<file path="config.mk">
export PLATFORM = sky130hd
export DESIGN_NAME = usb3_rx_descram_ctrl
export DESIGN_NICKNAME = d
export VERILOG_FILES = /design/src/rtl/usb3_rx_descram_ctrl.sv
export SDC_FILE = /design/constraint.sdc
export NUM_CORES = 1
export LEC_CHECK = 0
export ABC_AREA = 1
export CORE_UTILIZATION = 44
export CTS_BUF_LIST = sky130_fd_sc_hd__clkbuf_4 sky130_fd_sc_hd__clkbuf_8
export DETAILED_ROUTE_END_ITERATION = 10
export PLACE_DENSITY = 0.86
export RECOVER_POWER = 25
export SYNTH_ARGS = -nofsm -noshare
export SYNTH_HDL_FRONTEND = slang
export SYNTH_SLANG_ARGS = --single-unit
</file>
<file path="constraint.sdc">
create_clock -name clock -period 2.3 [get_ports clock]
set_clock_uncertainty 0.2 [all_clocks]
set_input_delay 0.46 -clock clock [delete_from_list [all_inputs] [get_ports clock]]
set_output_delay 0.46 -clock clock [all_outputs]
set_load 0.03 [all_outputs]
</file>
<file path="src/rtl/usb3_rx_descram_ctrl.sv">
// RX control in front of the USB3 16-bit LFSR descrambler: drives the LFSR, tracks COM lock,
// merges raw K-symbols with descrambled bytes and registers the result toward the link layer.
module usb3_rx_descram_ctrl #(
    parameter logic [15:0]  SCRAM_SEED = 16'hFFFF,
    parameter int unsigned  SKP_ERR_W  = 8
) (
    input  logic                 clock,
    input  logic                 reset,
    input  logic [31:0]          rx_data,
    input  logic [3:0]           rx_datak,
    input  logic                 rx_valid,
    input  logic                 scram_disable,
    output logic [31:0]          lfsr_data_in,
    output logic                 lfsr_scram_en,
    output logic                 lfsr_scram_rst,
    output logic [15:0]          lfsr_scram_init,
    input  logic [31:0]          lfsr_data_out,
    output logic [31:0]          out_data,
    output logic [3:0]           out_datak,
    output logic                 out_valid,
    output logic                 locked,
    output logic [SKP_ERR_W-1:0] skp_err_cnt
);

    localparam int unsigned LANES  = 4;
    localparam int unsigned BYTE_W = 8;

    typedef enum logic {
        ST_UNLOCKED = 1'b0,
        ST_LOCKED   = 1'b1
    } state_t;

    state_t                 r_state;
    state_t                 w_state_nxt;
    logic                   w_com;
    logic                   w_skp;
    logic                   w_partial_skp;
    logic [LANES-1:0]       w_k3c;
    logic                   w_raw_all;
    logic                   w_lfsr_en;
    logic                   w_lfsr_rst;
    logic [31:0]            w_merged;
    logic [31:0]            r_out_data;
    logic [3:0]             r_out_datak;
    logic                   r_out_valid;
    logic                   r_locked;
    logic [SKP_ERR_W-1:0]   r_skp_err_cnt;

    // Ordered-set decode on the current word
    always_comb begin
        w_k3c = '0;
        for (int i = 0; i < LANES; i++) begin
            w_k3c[i] = rx_datak[i] && (rx_data[BYTE_W*i +: BYTE_W] == 8'h3C);
        end
        w_com         = rx_valid && rx_datak[0] && (rx_data[7:0] == 8'hBC);
        w_skp         = rx_valid && (rx_datak == 4'hF) && (rx_data == 32'h3C3C_3C3C);
        w_partial_skp = rx_valid && (|w_k3c) && !w_skp;
    end

    // Lock state machine and LFSR control; a COM re-seeds, so it never also advances
    always_comb begin
        w_state_nxt = r_state;
        w_lfsr_rst  = 1'b0;
        w_lfsr_en   = 1'b0;
        w_lfsr_rst  = w_com && !scram_disable;
        w_lfsr_en   = rx_valid && !scram_disable && !w_com && !w_skp && (r_state == ST_LOCKED);
        case (r_state)
            ST_UNLOCKED: if (w_com && !scram_disable) w_state_nxt = ST_LOCKED;
            ST_LOCKED:   if (scram_disable)           w_state_nxt = ST_UNLOCKED;
            default:                                  w_state_nxt = ST_UNLOCKED;
        endcase
    end

    // Per-lane merge: K-symbols, bypass, unlocked and COM words stay raw
    always_comb begin
        w_raw_all = scram_disable || (r_state == ST_UNLOCKED) || w_com;
        w_merged  = '0;
        for (int i = 0; i < LANES; i++) begin
            w_merged[BYTE_W*i +: BYTE_W] = (rx_datak[i] || w_raw_all)
                                         ? rx_data[BYTE_W*i +: BYTE_W]
                                         : lfsr_data_out[BYTE_W*i +: BYTE_W];
        end
    end

    always_ff @(posedge clock or posedge reset) begin
        if (reset) begin
            r_state       <= ST_UNLOCKED;
            r_locked      <= 1'b0;
            r_out_data    <= '0;
            r_out_datak   <= '0;
            r_out_valid   <= 1'b0;
            r_skp_err_cnt <= '0;
        end else begin
            r_state     <= w_state_nxt;
            r_locked    <= (w_state_nxt == ST_LOCKED);
            r_out_valid <= rx_valid;
            if (rx_valid) begin
                r_out_data  <= w_merged;
                r_out_datak <= rx_datak;
            end
            if (w_partial_skp && (r_skp_err_cnt != '1)) begin
                r_skp_err_cnt <= r_skp_err_cnt + SKP_ERR_W'(1);
            end
        end
    end

    assign lfsr_data_in    = rx_data;
    assign lfsr_scram_en   = w_lfsr_en;
    assign lfsr_scram_rst  = w_lfsr_rst;
    assign lfsr_scram_init = SCRAM_SEED;
    assign out_data        = r_out_data;
    assign out_datak       = r_out_datak;
    assign out_valid       = r_out_valid;
    assign locked          = r_locked;
    assign skp_err_cnt     = r_skp_err_cnt;

endmodule
</file>
==> results.py <==
metrics = {
    "die": {
        "rows": 30,
        "die_area_mm2": 0.00748,
        "core_area_mm2": 0.00683,
        "die_h_um": 86.5,
        "initial_core_util": 0.460,
        "io_pins": 168,
        "die_x_um": 86.5,
    },
    "timing": {
        "final_hold_viol_count": 0,
        "max_freq_mhz": 441,
        "maxSlewHeadroom": 0.545,
        "fin_ws_ps": 32.4,
        "min_period_ps": 2270,
        "fin_crit_sh": 0.986,
        "worstMarginPinSlew_ps": 682,
        "setup_violations": 0,
        "maxSlewViolCount": 0,
        "rsz0062_at_grt": "true",
    },
    "critical_path": {
        "cp_slowest_cell": "clkdlybuf4s50_1",
        "crit_chain": "clkdlybuf4s50_1, nor2_1, nand2_1, nor2_2, nand3_2, nor2_4, nor3_4, buf_6",
        "critPathLaunchType": "input port",
        "reg2reg_to": "skp_err_cnt[3]",
        "reg2reg_from": "skp_err_cnt[0]",
        "path_max_fanout": 2,
        "worst_r2r_path_depth": 7,
        "crit_type": "in2out",
        "max_stage_delay_ps": 420,
        "worstPathArrival_ps": 1610,
        "crit_required_ps": 1640,
        "cp-end-kind": "output pin",
        "rrSetupSlack_ps": 500,
    },
    "layout": {
        "post-route-util": 0.729,
        "final_net_count": 688,
        "drive_above_1_share": 0.222,
        "syn2layout_area_growth_pct": 58.4,
        "fin_area_mm2": 0.00498,
        "mostFrequentLayoutCell": "nand2_1",
        "antenna_cells": 0,
        "final_cell_mix": "137 x nand2_1, 93 x buf_4, 83 x clkdlybuf4s50_1",
    },
    "placed_design": {
        "portBuffers": 151,
        "pre_cts_slack_ps": -166,
        "placed_cell_area_mm2": 0.00477,
        "gp_congestion": 0.882,
        "place.detailed.hpwl_um": 7170,
    },
    "worst_hold_path": {
        "min_from": "out_data[19]",
        "whs_endpoint": "out_data[19]",
        "hold_path_class": "reg2reg",
        "hold_depth": 2,
    },
    "global_route": {
        "grt.overflow.total": 0,
        "grt_use_total": 0.256,
        "grt_max_degree": 32,
        "antenna_found_initial": 0,
        "grt_pass1_wl_um": 15000,
        "grt_pass1_vias": 3205,
    },
    "cts": {
        "clk_latency_ps": 300,
        "ctsRootBufferMaster": "clkbuf_8",
        "clockBufferDepth": 2,
        "htreeDepth": 2,
        "clkSinkCount": 46,
        "path_clk_slew_ps": 80,
        "cts-buffers-inserted": 5,
        "holdBufCountCts": 0,
        "tritoncts": "done",
    },
    "synthesis": {
        "syn-mean-instance-area_um2": 7.21,
        "synth.distinct_cells": 30,
        "synth_edf_count": 0,
        "synth_seq_cells": 46,
        "async_flop_share": 1.00,
        "synth_seq_area_share": 0.366,
        "syn_inst": 436,
        "yosys_warnings": 0,
        "synth_area_mm2": 0.00314,
        "synth_flop_cell": "dfrtp_1",
    },
    "power_and_ir_drop": {
        "peakVddDrop_mv": 0.250,
        "leakage_nw": 2.65,
        "p_per_area_mw_per_mm2": 458,
    },
    "detailed_routing": {
        "drc_errors": 0,
        "dr_total_vias": 3399,
        "viasPerCell": 4.77,
        "first_pass_iters": 4,
        "drt_iter0_markers": 128,
        "antenna_left": 0,
        "wirelength_um": 9470,
        "wl_per_cell_um": 13.3,
    },
    "status": {
        "status": "completed",
    },
    "flow_run": {
        "cap_violations": 0,
    },
}
area by class of cell:
class / count / area (um^2)
clock inverter: 3 / 40.0
fill: 564 / 1850
timing repair buffer: 216 / 1900
clock buffer: 5 / 68.8
sequential: 46 / 1150
multi-input combinational: 291 / 1490
tap: 96 / 120
inverter: 55 / 209
routing by layer:
metal	up-vias	track usage	share of wire
met1	1600	0.303	0.40
met4	0	0.0864	0.015
met5	-	0	0
met2	128	0.474	0.53
li1	1658	-	-
met3	13	0.0371	0.056
where the power goes:
group | switching, mW | internal (mW)
Clock | 0.276 | 0.320
Combinational | 0.440 | 0.337
Sequential | 0.0383 | 0.870
cells in the mapped netlist, types with 2 or more instances:
cell	n	area (um^2)
clkinv_1	2	7.51
buf_4	49	368
buf_1	2	7.51
buf_6	2	22.5
inv_1	52	195
a31oi_1	8	50.1
clkbuf_1	4	15.0
xnor2_1	2	17.5
nand2_2	4	25.0
dfrtp_1	46	1150
nor3_1	2	10.0
buf_2	2	10.0
xor2_1	4	35.0
o21ai_0	11	55.1
nor2_1	23	86.3
nand3_1	35	175
nor2_2	3	18.8
nand3b_1	24	180
nand4_1	8	50.1
nand2_4	2	22.5
nand2_1	142	533
sequential cells by signal, indices dropped and copies added (netlist names):
signal	cells
out_data	32
out_datak	4
skp_err_cnt	8
locked	1
out_valid	1
worst max path at each step:
| stage | slack (ps) | endpoint | start |
|---|---|---|---|
| after floorplan | 230 | lfsr_scram_en | locked |
| after global placement | -120 | lfsr_scram_en | rx_data[30] |
| after detailed placement | -170 | lfsr_scram_en | rx_data[31] |
| after CTS | 1 | lfsr_scram_en | rx_data[2] |
| after global routing | -30 | skp_err_cnt[4] | rx_data[31] |
| final | 30 | lfsr_scram_en | rx_data[14] |
cell families after synthesis:
| family | count (synthesis) | share of synthesized area |
|---|---|---|
| buffers and inverters | 114 | 0.201 |
| AOI/OAI and AO/OA | 20 | 0.0350 |
| DFF | 46 | 0.366 |
| other | 1 | 0.00119 |
| adders and majority gates | 1 | 0.00398 |
| and+or+nand+nor | 248 | 0.376 |
| xor gates and xnor gates | 6 | 0.0167 |
critical path, delay by kind of cell:
| family | cells | cell delay (ps) |
|---|---|---|
| buffers and inverters | 2 | 560 |
| AND/OR/NAND/NOR | 6 | 590 |
timing repair:
item / 4_1_cts / 5_1_grt
buffers inserted: 9 / 1
cloned: 0 / 0
pin swaps: 18 / 5
resized for setup: 45 / 13
setup endpoints to repair: 2 / 10
stage by stage:
| step | total power [mW] | hold WS (ps) | TNS (ps) | std cells |
|---|---|---|---|---|
| after floorplan | 1.36 | 291 | 0 | 451 |
| after CTS | 2.29 | 249 | 0 | 711 |
| after global routing | 2.39 | 303 | -141 | 712 |
| after detailed placement | 1.71 | 266 | -1260 | 694 |
| final | 2.28 | 285 | 0 | 712 |
| after global placement | 1.70 | 262 | -280 | 694 |
Note: power is estimated with default switching activity, not from simulation.
==> edit (same settings) <==
Reset style: synchronous (`reset`), changed in one clocked block.
--- a/src/rtl/usb3_rx_descram_ctrl.sv
+++ b/src/rtl/usb3_rx_descram_ctrl.sv
@@ -82,7 +82,7 @@
         end
     end
 
-    always_ff @(posedge clock or posedge reset) begin
+    always_ff @(posedge clock) begin
         if (reset) begin
             r_state       <= ST_UNLOCKED;
             r_locked      <= 1'b0;
Check against the original RTL: differs if reset is asserted again (counterexample within 4 cycles, from zero or initial values and one cycle with reset high); with reset held inactive, the same outputs for 10 cycles.
==> edit against the original RTL <==
- cell count grew 3.5%
- worst setup slack gained 0.046 ns
- synthesized area shrank 3.0%
- first-iteration DRC count grew 22%
- wire length shrank 0.35%
- power shrank 9.1%
- sequential cell count is the same
- final area shrank 4.6%
==> edit: results (changes against the original RTL) <==
[status]
status=complete, no violations

[cells_and_area]
multi_input_area_sq_um=1503  ; +1.0%
nets=732  ; +6.4%
bufAreaShareNonClock_pct=39.41  ; +1.2 points
n_clock_buffer=7  ; +2
nNonClkBuffers=223  ; +3.2%
multi_input_gates=313  ; +7.6%
final-clk-cell-share_pct=2.002  ; -0.18 points
final.fill_count=567  ; +0.53%
drive_gt1_share_pct=19.39  ; -2.8 points
seq_area_sq_um=920.9  ; -20%
inverters=70  ; +27%

[floorplanning]
tap_cells=77  ; -20%

[global_route]
grt_use_total_pct=26.65  ; +1.0 points
grt_pass1_wl_microns=15500  ; +3.5%
grt_antenna_before_repair=1  ; +1
grt_pass1_vias=3509  ; +9.5%
grt_use_met2_pct=51.32  ; +3.9 points
grt_util_met3_pct=6.712  ; +3.0 points
globalRouteMet1Util_pct=27.65  ; -2.6 points
grt_start_max_net_pins=41  ; +28%

[pwr]
p_sw_share_pct=32.94  ; -0.10 points
ir_drop_uv=303.6  ; +22%
finalPower_mw=2.073  ; -9.1%
p_comb_share_pct=32.6  ; -1.4 points
p_leak_nw=2.334  ; -12%
sequentialPowerShare_pct=41.7  ; +1.9 points

[min_path]
hold_end=out_datak[0]
hp-start=out_datak[0]

[sta]
slew_headroom_pct=58.92  ; +4.4 points
hold_ws_ns=0.2817  ; -0.003133 ns

[routing]
wl_per_cell_microns=12.81  ; -3.7%
wl_met2_microns=4827  ; -4.0%
dr.max_layer_used=met5
route.met3.wl_microns=687  ; +31%
drtIter0Drc=156  ; +22%
wirelength_met1_microns=3696  ; -2.0%
routed_wirelength_microns=9438  ; -0.35%

[placement]
placed_area_sq_um=4584  ; -3.9%
gp_congestion=0.8930  ; +1.3%
dp_hpwl_microns=7085  ; -1.1%
dp_cells=708  ; +2.0%
preCtsSetupSlack_ns=-0.1982  ; -0.03208 ns

[critical_path]
rr_endpoint=out_data[31]
r2r-start=locked
r2r_cells=9  ; +2
arrival_ns=1.56  ; -0.05 ns

[logic_synthesis]
synth-compound-area-share_pct=9.278  ; +5.8 points
synth_xor_area_share_pct=0.2874  ; -1.4 points
synth_fa_ha_area_share_pct=0.4105  ; +0.012 points
ys_top_cells_by_count=119 x nand2_1, 83 x nor2_1, 67 x inv_1
yosysUniqueCellTypes=28  ; -6.7%
async_flop_share_pct=0  ; -100 points

edit: cell count changes in the layout (fill, tap and decap cells not counted), moves of 22 or more:
cell / unedited run / this run
nand3b_1: 24 / 1
dfxtp_1: 0 / 46
clkbuf_1: 0 / 27
buf_4: 93 / 71
nand2_1: 137 / 113
nor2_1: 17 / 77
dfrtp_1: 46 / 0
edit: what timing repair did:
item                                    CTS  global route
resized for setup                        48             6
pin swaps                                20             5
buffers inserted                         21             0
cloned                                    0             0
endpoints found under the setup margin    3             3
edit: worst max path at each step:
stage	start	endpoint	slack, ns	depth (start not counted)
after detailed placement	rx_data[1]	out_data[29]	-0.20	11
after floorplan	rx_valid	lfsr_scram_en	0.15	5
after global routing	rx_data[31]	lfsr_scram_en	-0.02	8
final	scram_disable	lfsr_scram_en	0.08	5
after CTS	rx_data[13]	lfsr_scram_en	0.002	9
after global placement	rx_data[4]	lfsr_scram_en	-0.15	9
